**config.mk**
```make
export PLATFORM = sky130hd
export DESIGN_NAME = router_sync_n
export DESIGN_NICKNAME = d
export VERILOG_FILES = /design/src/rtl/router_pkg.sv /design/src/rtl/router_sync_wdog.sv /design/src/rtl/router_sync_n.sv
export SDC_FILE = /design/constraint.sdc
export NUM_CORES = 1
export LEC_CHECK = 0
export ABC_AREA = 1
export CORE_MARGIN = 1
export CORE_UTILIZATION = 51
export DETAILED_ROUTE_END_ITERATION = 16
export GPL_TIMING_DRIVEN = 0
export HOLD_SLACK_MARGIN = 0.02
export PLACE_DENSITY = 0.83
export SETUP_SLACK_MARGIN = 0.1
export SYNTH_ARGS = -nofsm -noshare
export SYNTH_HDL_FRONTEND = slang
export SYNTH_SLANG_ARGS = --single-unit
```
**constraint.sdc**
```tcl
create_clock -name clock -period 1.5 [get_ports clock]
set_input_delay 0.15 -clock clock [delete_from_list [all_inputs] [get_ports clock]]
set_output_delay 0.15 -clock clock [all_outputs]
set_load 0.01 [all_outputs]
```
**src/rtl/router_pkg.sv**
```systemverilog
// Shared constants and helpers for the router synchroniser.
package router_pkg;

  localparam int ROUTER_TIMEOUT_DEF = 30;
  localparam int ROUTER_MAX_CH      = 16;

  // Out-of-range addresses decode to all zeros.
  function automatic logic [ROUTER_MAX_CH-1:0] onehot(input int unsigned addr);
    logic [ROUTER_MAX_CH-1:0] v;
    v = '0;
    for (int i = 0; i < ROUTER_MAX_CH; i++)
      if (addr == i) v[i] = 1'b1;
    return v;
  endfunction

endpackage

```
**src/rtl/router_sync_wdog.sv**
```systemverilog
// Single-channel read-timeout watchdog: counter, soft_reset pulse, sticky status.
// ROUTER_SYNC_TO_CNT_EN adds a saturating timeout-event counter.
module router_sync_wdog
  import router_pkg::*;
#(
  parameter int TIMEOUT = ROUTER_TIMEOUT_DEF,
  parameter int TO_W    = 5,
  parameter int CNT_W   = 8
) (
  input  logic             clock,
  input  logic             reset,
  input  logic             empty,
  input  logic             read_enb,
  input  logic             sts_clr,
`ifdef ROUTER_SYNC_TO_CNT_EN
  output logic [CNT_W-1:0] to_cnt,
`endif
  output logic             soft_reset,
  output logic             timeout_sts
);

  localparam logic [TO_W-1:0] RELOAD = TO_W'(TIMEOUT);

  logic [TO_W-1:0] cnt;
  logic            fire;

  // Empty and read both mean nothing is stuck, so both restart the count.
  assign fire = !empty && !read_enb && (cnt == TO_W'(1));

  always_ff @(posedge clock) begin
    if (reset) begin
      cnt        <= RELOAD;
      soft_reset <= 1'b0;
    end else if (empty || read_enb || fire) begin
      cnt        <= RELOAD;
      soft_reset <= fire;
    end else begin
      cnt        <= cnt - TO_W'(1);
      soft_reset <= 1'b0;
    end
  end

  always_ff @(posedge clock) begin
    if (reset)        timeout_sts <= 1'b0;
    else if (fire)    timeout_sts <= 1'b1;
    else if (sts_clr) timeout_sts <= 1'b0;
  end

`ifdef ROUTER_SYNC_TO_CNT_EN
  always_ff @(posedge clock) begin
    if (reset)                    to_cnt <= '0;
    else if (sts_clr)             to_cnt <= fire ? CNT_W'(1) : '0;
    else if (fire && !(&to_cnt))  to_cnt <= to_cnt + CNT_W'(1);
  end
`endif

endmodule

```
**src/rtl/router_sync_n.sv**
```systemverilog
// Router channel synchroniser: destination latch, write steering, full mux,
// per-channel watchdogs. ROUTER_SYNC_TO_CNT_EN enables the to_cnt port.
module router_sync_n
  import router_pkg::*;
#(
  parameter int NUM_CH  = 3,
  parameter int ADDR_W  = 2,
  parameter int TIMEOUT = ROUTER_TIMEOUT_DEF,
  parameter int TO_W    = 5,
  parameter int CNT_W   = 8
) (
  input  logic                    clock,
  input  logic                    reset,
  input  logic                    detect_add,
  input  logic [ADDR_W-1:0]       data_in,
  input  logic                    write_enb_reg,
  input  logic [NUM_CH-1:0]       read_enb,
  input  logic [NUM_CH-1:0]       empty,
  input  logic [NUM_CH-1:0]       full,
  input  logic [NUM_CH-1:0]       sts_clr,
  output logic [NUM_CH-1:0]       write_enb,
  output logic                    fifo_full,
  output logic [NUM_CH-1:0]       vld_out,
  output logic [NUM_CH-1:0]       soft_reset,
  output logic                    addr_err,
`ifdef ROUTER_SYNC_TO_CNT_EN
  output logic [NUM_CH*CNT_W-1:0] to_cnt,
`endif
  output logic [NUM_CH-1:0]       timeout_sts
);

  localparam logic [ADDR_W:0] NUM_CH_L = (ADDR_W+1)'(NUM_CH);

  logic [ADDR_W-1:0]        dest;
  logic [ROUTER_MAX_CH-1:0] dest_oh;

  always_ff @(posedge clock) begin
    if (reset) begin
      dest     <= '0;
      addr_err <= 1'b0;
    end else if (detect_add) begin
      dest     <= data_in;
      addr_err <= ({1'b0, data_in} >= NUM_CH_L);
    end
  end

  assign dest_oh = onehot(32'(dest));

  // Illegal destinations never write and never stall, so the packet drains.
  always_comb begin
    write_enb = '0;
    fifo_full = 1'b0;
    if (!addr_err) begin
      if (write_enb_reg) write_enb = dest_oh[NUM_CH-1:0];
      for (int i = 0; i < NUM_CH; i++)
        if (dest_oh[i]) fifo_full = full[i];
    end
  end

  assign vld_out = ~empty;

  for (genvar g = 0; g < NUM_CH; g++) begin : g_wdog
    router_sync_wdog #(
      .TIMEOUT (TIMEOUT),
      .TO_W    (TO_W),
      .CNT_W   (CNT_W)
    ) u_wdog (
      .clock       (clock),
      .reset       (reset),
      .empty       (empty[g]),
      .read_enb    (read_enb[g]),
      .sts_clr     (sts_clr[g]),
`ifdef ROUTER_SYNC_TO_CNT_EN
      .to_cnt      (to_cnt[g*CNT_W +: CNT_W]),
`endif
      .soft_reset  (soft_reset[g]),
      .timeout_sts (timeout_sts[g])
    );
  end

endmodule

```
==> metrics.yaml, run 1 <==
timing:
  period_minus_slack_ns: 1.35
  min_period_over_period_pct: 89.9
  slew_headroom_pct: 86.2
  skew_ns: 0.00346
  maxSlewViolCount: 0
  setup_violations: 0
  rsz0062_at_grt: "yes"
  fmax_mhz: 742
  worst_pin_slew_ns: 0.206
  final-hold-violation-count: 0
  final.setup.tns_ns: 0
synth:
  synth-seq-cells: 24
  ys.flop_type: "dfxtp_1"
  syn_area_sq_um: 1210
  synthArstFlopShare_pct: 0
  syn-num-nets: 173
  ys_seq_area_share_pct: 39.6
  synth_cell_types: 22
  syn-mean-instance-area_sq_um: 8.15
  synth_cells: 149
  synth_enable_flop_cells: 0
  yosys_warnings: 0
worst_setup_path:
  crit_chain: "clkdlybuf4s50_1"
  crit_family: "buffers and inverters"
  cp.buffers_inverters: 1
  crit_required_ns: 1.35
  cp-start-kind: "register"
  critPathArrivalTime_ns: 1.20
  crit_slowest_cell: "clkdlybuf4s50_1"
  slowest_delay_ns: 0.52
  worstPathMaxFanout: 3
  endpoint_kind: "output pin"
  path_class: "reg2out"
  ff2ff_setup_slack_ns: 0.40
die:
  ios: 32
  die_h_microns: 50.8
  initial_core_util_pct: 54.3
  die_area_sq_um: 2580
  rows: 17
  core_area_sq_um: 2230
  fp.dieW_microns: 50.8
clocking:
  clk_latency_ns: 0.32
  ctsHoldBuffers: 0
  max-clock-path-buffers: 2
  cts_made_buffers: 3
  tritoncts: "built"
  cts_resized: 16
  htree_levels: 1
  cts-root-buf: "clkbuf_4"
  postCtsSetupRepairBufs: 0
  clock_sinks: 24
  path_clk_slew_ns: 0.13
routing:
  initialDrtViolationCount: 11
  viasPerCell: 4.78
  vias: 1014
  wl_per_cell_microns: 11.0
  dr.pass1.iters: 4
  ant_nets: 0
  drc: 0
  routed_wirelength_microns: 2340
final_layout:
  multi_input_area_sq_um: 596
  drive_gt1_share_pct: 26.6
  area_growth_pct: 29.6
  fillers: 203
  design_area_sq_um: 1570
  layout.nets: 209
  seqCellArea_sq_um: 485
  n_antenna_cell: 0
global_routing:
  grt_usage_pct: 21.6
  met2_usage_pct: 40.0
  grt-ovfl-total: 0
  met3_usage_pct: 4.55
  antenna_found_initial: 0
  grt_use_met1_pct: 22.2
  first_global_vias: 1029
  grt_first_pass_wirelength_microns: 4110
  grt_max_degree: 14
  busiest_layer: "met2"
place:
  placed_area_sq_um: 1560
  io_buffer_count: 31
  routabilityCongestion: 0.766
  hpwl_microns: 1870
job:
  maxCapViolCount: 0
pwr:
  max-vdd-ir-drop_v: 0.000650
  p_leak_nw: 0.752
  p_per_area_nw_per_um2: 734
outcome:
  status: "finished, final reports clean"
worst_hold_path:
  hp-class: "in2reg"
## metal layers
metal  routed length [microns]  vias to the layer above  share of wire [%]
met4                        63                        0                2.7
met1                      1010                      450                 43
met2                      1170                       27                 50
met3                        88                        7                3.8
met5                         0                        -                  0
li1                          -                      530                  -
## final timing paths
path | to | cells past startpoint | from
hold reg to reg | g_wdog[0].u_wdog.cnt[0] | 1 | g_wdog[0].u_wdog.cnt[0]
hold / removal | addr_err | 3 | data_in[1]
setup reg to reg | g_wdog[1].u_wdog.cnt[4] | 6 | g_wdog[1].u_wdog.cnt[1]
setup / recovery | addr_err | 1 | addr_err
## stage by stage
step / setup slack [ns] / util [%] / total power, mW / std cells / hold WS, ns
detailed placement: -0.0636 / 69.8 / 0.830 / 208 / 0.445
finish: 0.151 / 70.4 / 1.15 / 212 / 0.397
CTS: 0.0245 / 71.1 / 1.16 / 212 / 0.394
floorplan: 0.511 / - / 0.742 / 149 / 0.219
global route: 0.0561 / 70.4 / 1.20 / 212 / 0.424
global placement: -0.0376 / 69.8 / 0.824 / 208 / 0.448
## synth_stat cells, types with 2 or more instances
cell type / instances / share of area (%)
nor2_2: 6 / 3.1
a21oi_1: 3 / 1.2
inv_1: 18 / 5.6
buf_4: 6 / 3.7
nand3_1: 15 / 6.2
nand3b_1: 3 / 1.9
nor3_1: 4 / 1.6
nand2_1: 27 / 8.4
ha_1: 6 / 6.2
xnor2_1: 3 / 2.2
nor3_2: 2 / 1.6
nor2_4: 5 / 4.6
nand2_2: 2 / 1.0
nand3_2: 5 / 4.1
dfxtp_1: 24 / 40
nor2_1: 7 / 2.2
nand2_4: 3 / 2.8
o21ai_1: 2 / 0.82
inv_2: 5 / 1.5
## placed cells by master, fill, tap and decap left out, drive strengths merged
cell type / netlist / routed
ha: 6 / 6
clkbuf: 0 / 8
nand3b: 3 / 3
nand3: 20 / 20
a21oi: 3 / 3
nor3: 6 / 6
dfxtp: 24 / 24
buf: 6 / 6
nand2: 32 / 32
nor2: 18 / 18
clkdlybuf4s50: 0 / 21
inv: 24 / 24
o21ai: 4 / 4
dlygate4sd2: 0 / 6
xnor2: 3 / 3
## final cells by class
| cell class | instances | area share [%] |
|---|---|---|
| buffer | 6 | 2.86 |
| clock buffer | 4 | 2.31 |
| inverter | 24 | 5.89 |
| multi-input combinational | 95 | 37.9 |
| sequential | 24 | 30.9 |
| tap | 28 | 2.23 |
| timing repair buffer | 31 | 18.0 |
## state kept, by name, indices dropped and copies added (netlist names)
register / flops
g_wdog.u_wdog.cnt: 15
dest: 2
g_wdog.u_wdog.soft_reset: 3
addr_err: 1
g_wdog.u_wdog.timeout_sts: 3
## kinds of logic (layout without fill, tap and decap cells)
group | Yosys count | count (layout) | synth area share [%]
AO/OA/AOI/OAI | 7 | 7 | 3.20
XOR/XNOR | 3 | 3 | 2.17
adder cells (fa/ha/maj) | 6 | 6 | 6.19
buffers and inverters | 30 | 65 | 11.3
flip-flops | 24 | 24 | 39.6
AND/OR/NAND/NOR | 79 | 79 | 37.5
## power breakdown
| part | internal [mW] | switching [mW] |
|---|---|---|
| clock | 0.149 | 0.196 |
| combinational | 0.0804 | 0.0685 |
| sequential | 0.650 | 0.0108 |
| total | 0.879 | 0.275 |
No activity file was read; power rests on OpenSTA's default activity.
==> run 2: changes to the inputs <==
==> constraint.sdc (replaced) <==
create_clock -name clock -period 1.5 [get_ports clock]
set_input_delay 0.15 -clock clock [delete_from_list [all_inputs] [get_ports clock]]
set_output_delay 0.15 -clock clock [all_outputs]
set_load 0.005 [all_outputs]
==> run 2 against run 1 <==
Combinational power grew 3%; utilization is 1.9 points higher; non-clock buffer count is 3 higher; flip-flop and latch count is the same; critical path depth increased by 1.
==> metrics.yaml, run 2 (synthesized netlist as in run 1, its figures left out) <==
final_layout:
  layout.nets: 212  # +1.4%
  n_antenna_cell: 0  # unchanged
  final_cell_mix: "27 x nand2_1, 22 x clkdlybuf4s50_1, 17 x dfxtp_1"
  largest_reg_flops: 15  # unchanged
  largest-register: "g_wdog.u_wdog.cnt"
  area_growth_pct: 33.1
  fin_util_pct: 72.3  # +1.9 points
  stdcell_count: 215  # +1.4%
  design_area_sq_um: 1620  # +2.7%
  drive_gt1_share_pct: 29.4  # +2.8 points
  reg_top3: "g_wdog.u_wdog.cnt: 15 flops, g_wdog.u_wdog.soft_reset: 3 flops, g_wdog.u_wdog.timeout_sts: 3 flops"
  final_common_cell: "nand2_1"
timing:
  worst_slack_ns: 0.116  # -0.0354 ns
  final.setup.tns_ns: 0  # unchanged
  final-hold-violation-count: 0  # unchanged
  hold_slack_ns: 0.399  # +0.00163 ns
  maxSlewViolCount: 0  # unchanged
  rsz0062_at_grt: "no"
  fmax_mhz: 723  # -2.6%
  skew_ns: 0.00412  # +0.000665 ns
  min_period_over_period_pct: 92.3  # +2.4 points
  setup_violations: 0  # unchanged
  period_minus_slack_ns: 1.38  # +0.0354 ns
  slew_headroom_pct: 86.2  # about the same
  worst_pin_slew_ns: 0.206  # -0.00000668 ns
die:
  rows: 17  # unchanged
  core_area_sq_um: 2230  # unchanged
  die_h_microns: 50.8  # unchanged
  die_area_sq_um: 2580  # unchanged
  fp.dieW_microns: 50.8  # unchanged
  ios: 32  # unchanged
  initial_core_util_pct: 54.3  # unchanged
routing:
  ant_nets: 0  # unchanged
  drc: 0  # unchanged
  wl_per_cell_microns: 11.4  # +3.2%
  wl_met2_microns: 1250  # +6.4%
  dr.pass1.iters: 4  # unchanged
  wl_met1_microns: 1030  # +2.3%
  initialDrtViolationCount: 22  # +11
  viasPerCell: 4.91  # +2.6%
  vias: 1055  # +4.0%
  dr_wl_met3_microns: 98  # +11%
  top_layer: "met4"
  routed_wirelength_microns: 2440  # +4.6%
global_routing:
  grt-ovfl-total: 0  # unchanged
  grt_usage_pct: 22.1  # +0.45 points
  antenna_found_initial: 0  # unchanged
  first_global_vias: 1036  # +0.68%
  grt_first_pass_wirelength_microns: 4190  # +2.0%
  grt_max_degree: 14  # unchanged
pwr:
  p_per_area_nw_per_um2: 717  # -2.4%
  internal_power_mw: 0.885  # +0.60%
  comb_power_share_pct: 13.3  # +0.4 points
  p_clk_share_pct: 29.7  # about the same
  p_total_mw: 1.16  # +0.29%
  p_leak_nw: 0.792  # +5.3%
  sw_frac_of_total_pct: 23.6  # -0.24 points
  seq_power_share_pct: 57.0  # -0.3 points
  max-vdd-ir-drop_v: 0.000649  # -0.14%
  net-switching-power_mw: 0.273  # -0.71%
clocking:
  cts-root-buf: "clkbuf_4"
  tritoncts: "built"
  clock_sinks: 24  # unchanged
  path_clk_slew_ns: 0.13  # about the same
  ctsHoldBuffers: 0  # unchanged
  clk_latency_ns: 0.32  # about the same
  max-clock-path-buffers: 2  # unchanged
  cts_made_buffers: 3  # unchanged
  htree_levels: 1  # unchanged
worst_setup_path:
  critPathArrivalTime_ns: 1.23  # +0.03 ns
  path_class: "reg2out"
  endpoint_kind: "output pin"
  ff2ff_path_depth: 6  # unchanged
  crit_required_ns: 1.35  # about the same
  cp-start-kind: "register"
  ff2ff_setup_slack_ns: 0.39  # about the same
  worstPathMaxFanout: 1  # -2
job:
  maxCapViolCount: 0  # unchanged
place:
  placed_area_sq_um: 1560  # unchanged
  pre_cts_ws_ns: -0.0280  # +0.0356 ns
  routabilityCongestion: 0.766  # unchanged
  hpwl_microns: 1870  # unchanged
  io_buffer_count: 31  # unchanged
  dpl.cell_count: 208  # unchanged
worst_hold_path:
  hp-class: "in2reg"
  hold-path-cell-count: 3  # unchanged
outcome:
  status: "finished, final reports clean"
[run 2: changes by cell type in the layout (fill, tap and decap cells not counted), moves of 2 or more]
cell / change
dfxtp_2: +2
dfxtp_1: -3
dlygate4sd2_1: -3
dlymetal6s2s_1: +2
buf_4: +3
[run 2: layout make-up]
| class | instances | area, sq um |
|---|---|---|
| repair buffers | 34 | 319 |
| flip-flops and latches | 24 | 492 |
| clock buffers | 4 | 36.3 |
| multi-input cells | 95 | 596 |
| inverters | 24 | 92.6 |
| well taps | 28 | 35.0 |
| fillers | 189 | 618 |
| plain buffers | 6 | 45.0 |
[run 2: critical path: stages, from the launching register on]
cell and delay, ns:
dfxtp_1 0.33, buf_4 0.09, clkdlybuf4s50_1 0.49
[run 2: power groups by stage]
stage	combinational [mW]	clock [mW]	sequential (mW)
floorplan	0.0649	0	0.672
global placement	0.146	0	0.673
detailed placement	0.151	0	0.674
CTS	0.152	0.350	0.661
global route	0.168	0.369	0.662
finish	0.154	0.344	0.660
[run 2: final timing paths]
kind / from / end
max: g_wdog[1].u_wdog.soft_reset / soft_reset[1]
min: data_in[1] / addr_err
max reg2reg: g_wdog[1].u_wdog.cnt[1] / g_wdog[1].u_wdog.cnt[4]
min reg2reg: addr_err / addr_err
[run 2: per-layer routing]
metal / vias up / global-route usage (%)
met3: 7 / 5.15
met5: - / 0
met1: 486 / 22.4
li1: 535 / -
met2: 27 / 41.3
met4: 0 / 11.1
[run 2: timing repair]
item / in CTS / in global routing
resized for setup: 14 / 12
endpoints found under the setup margin: 7 / 6
gates cloned: 0 / 0
buffers inserted: 2 / 1
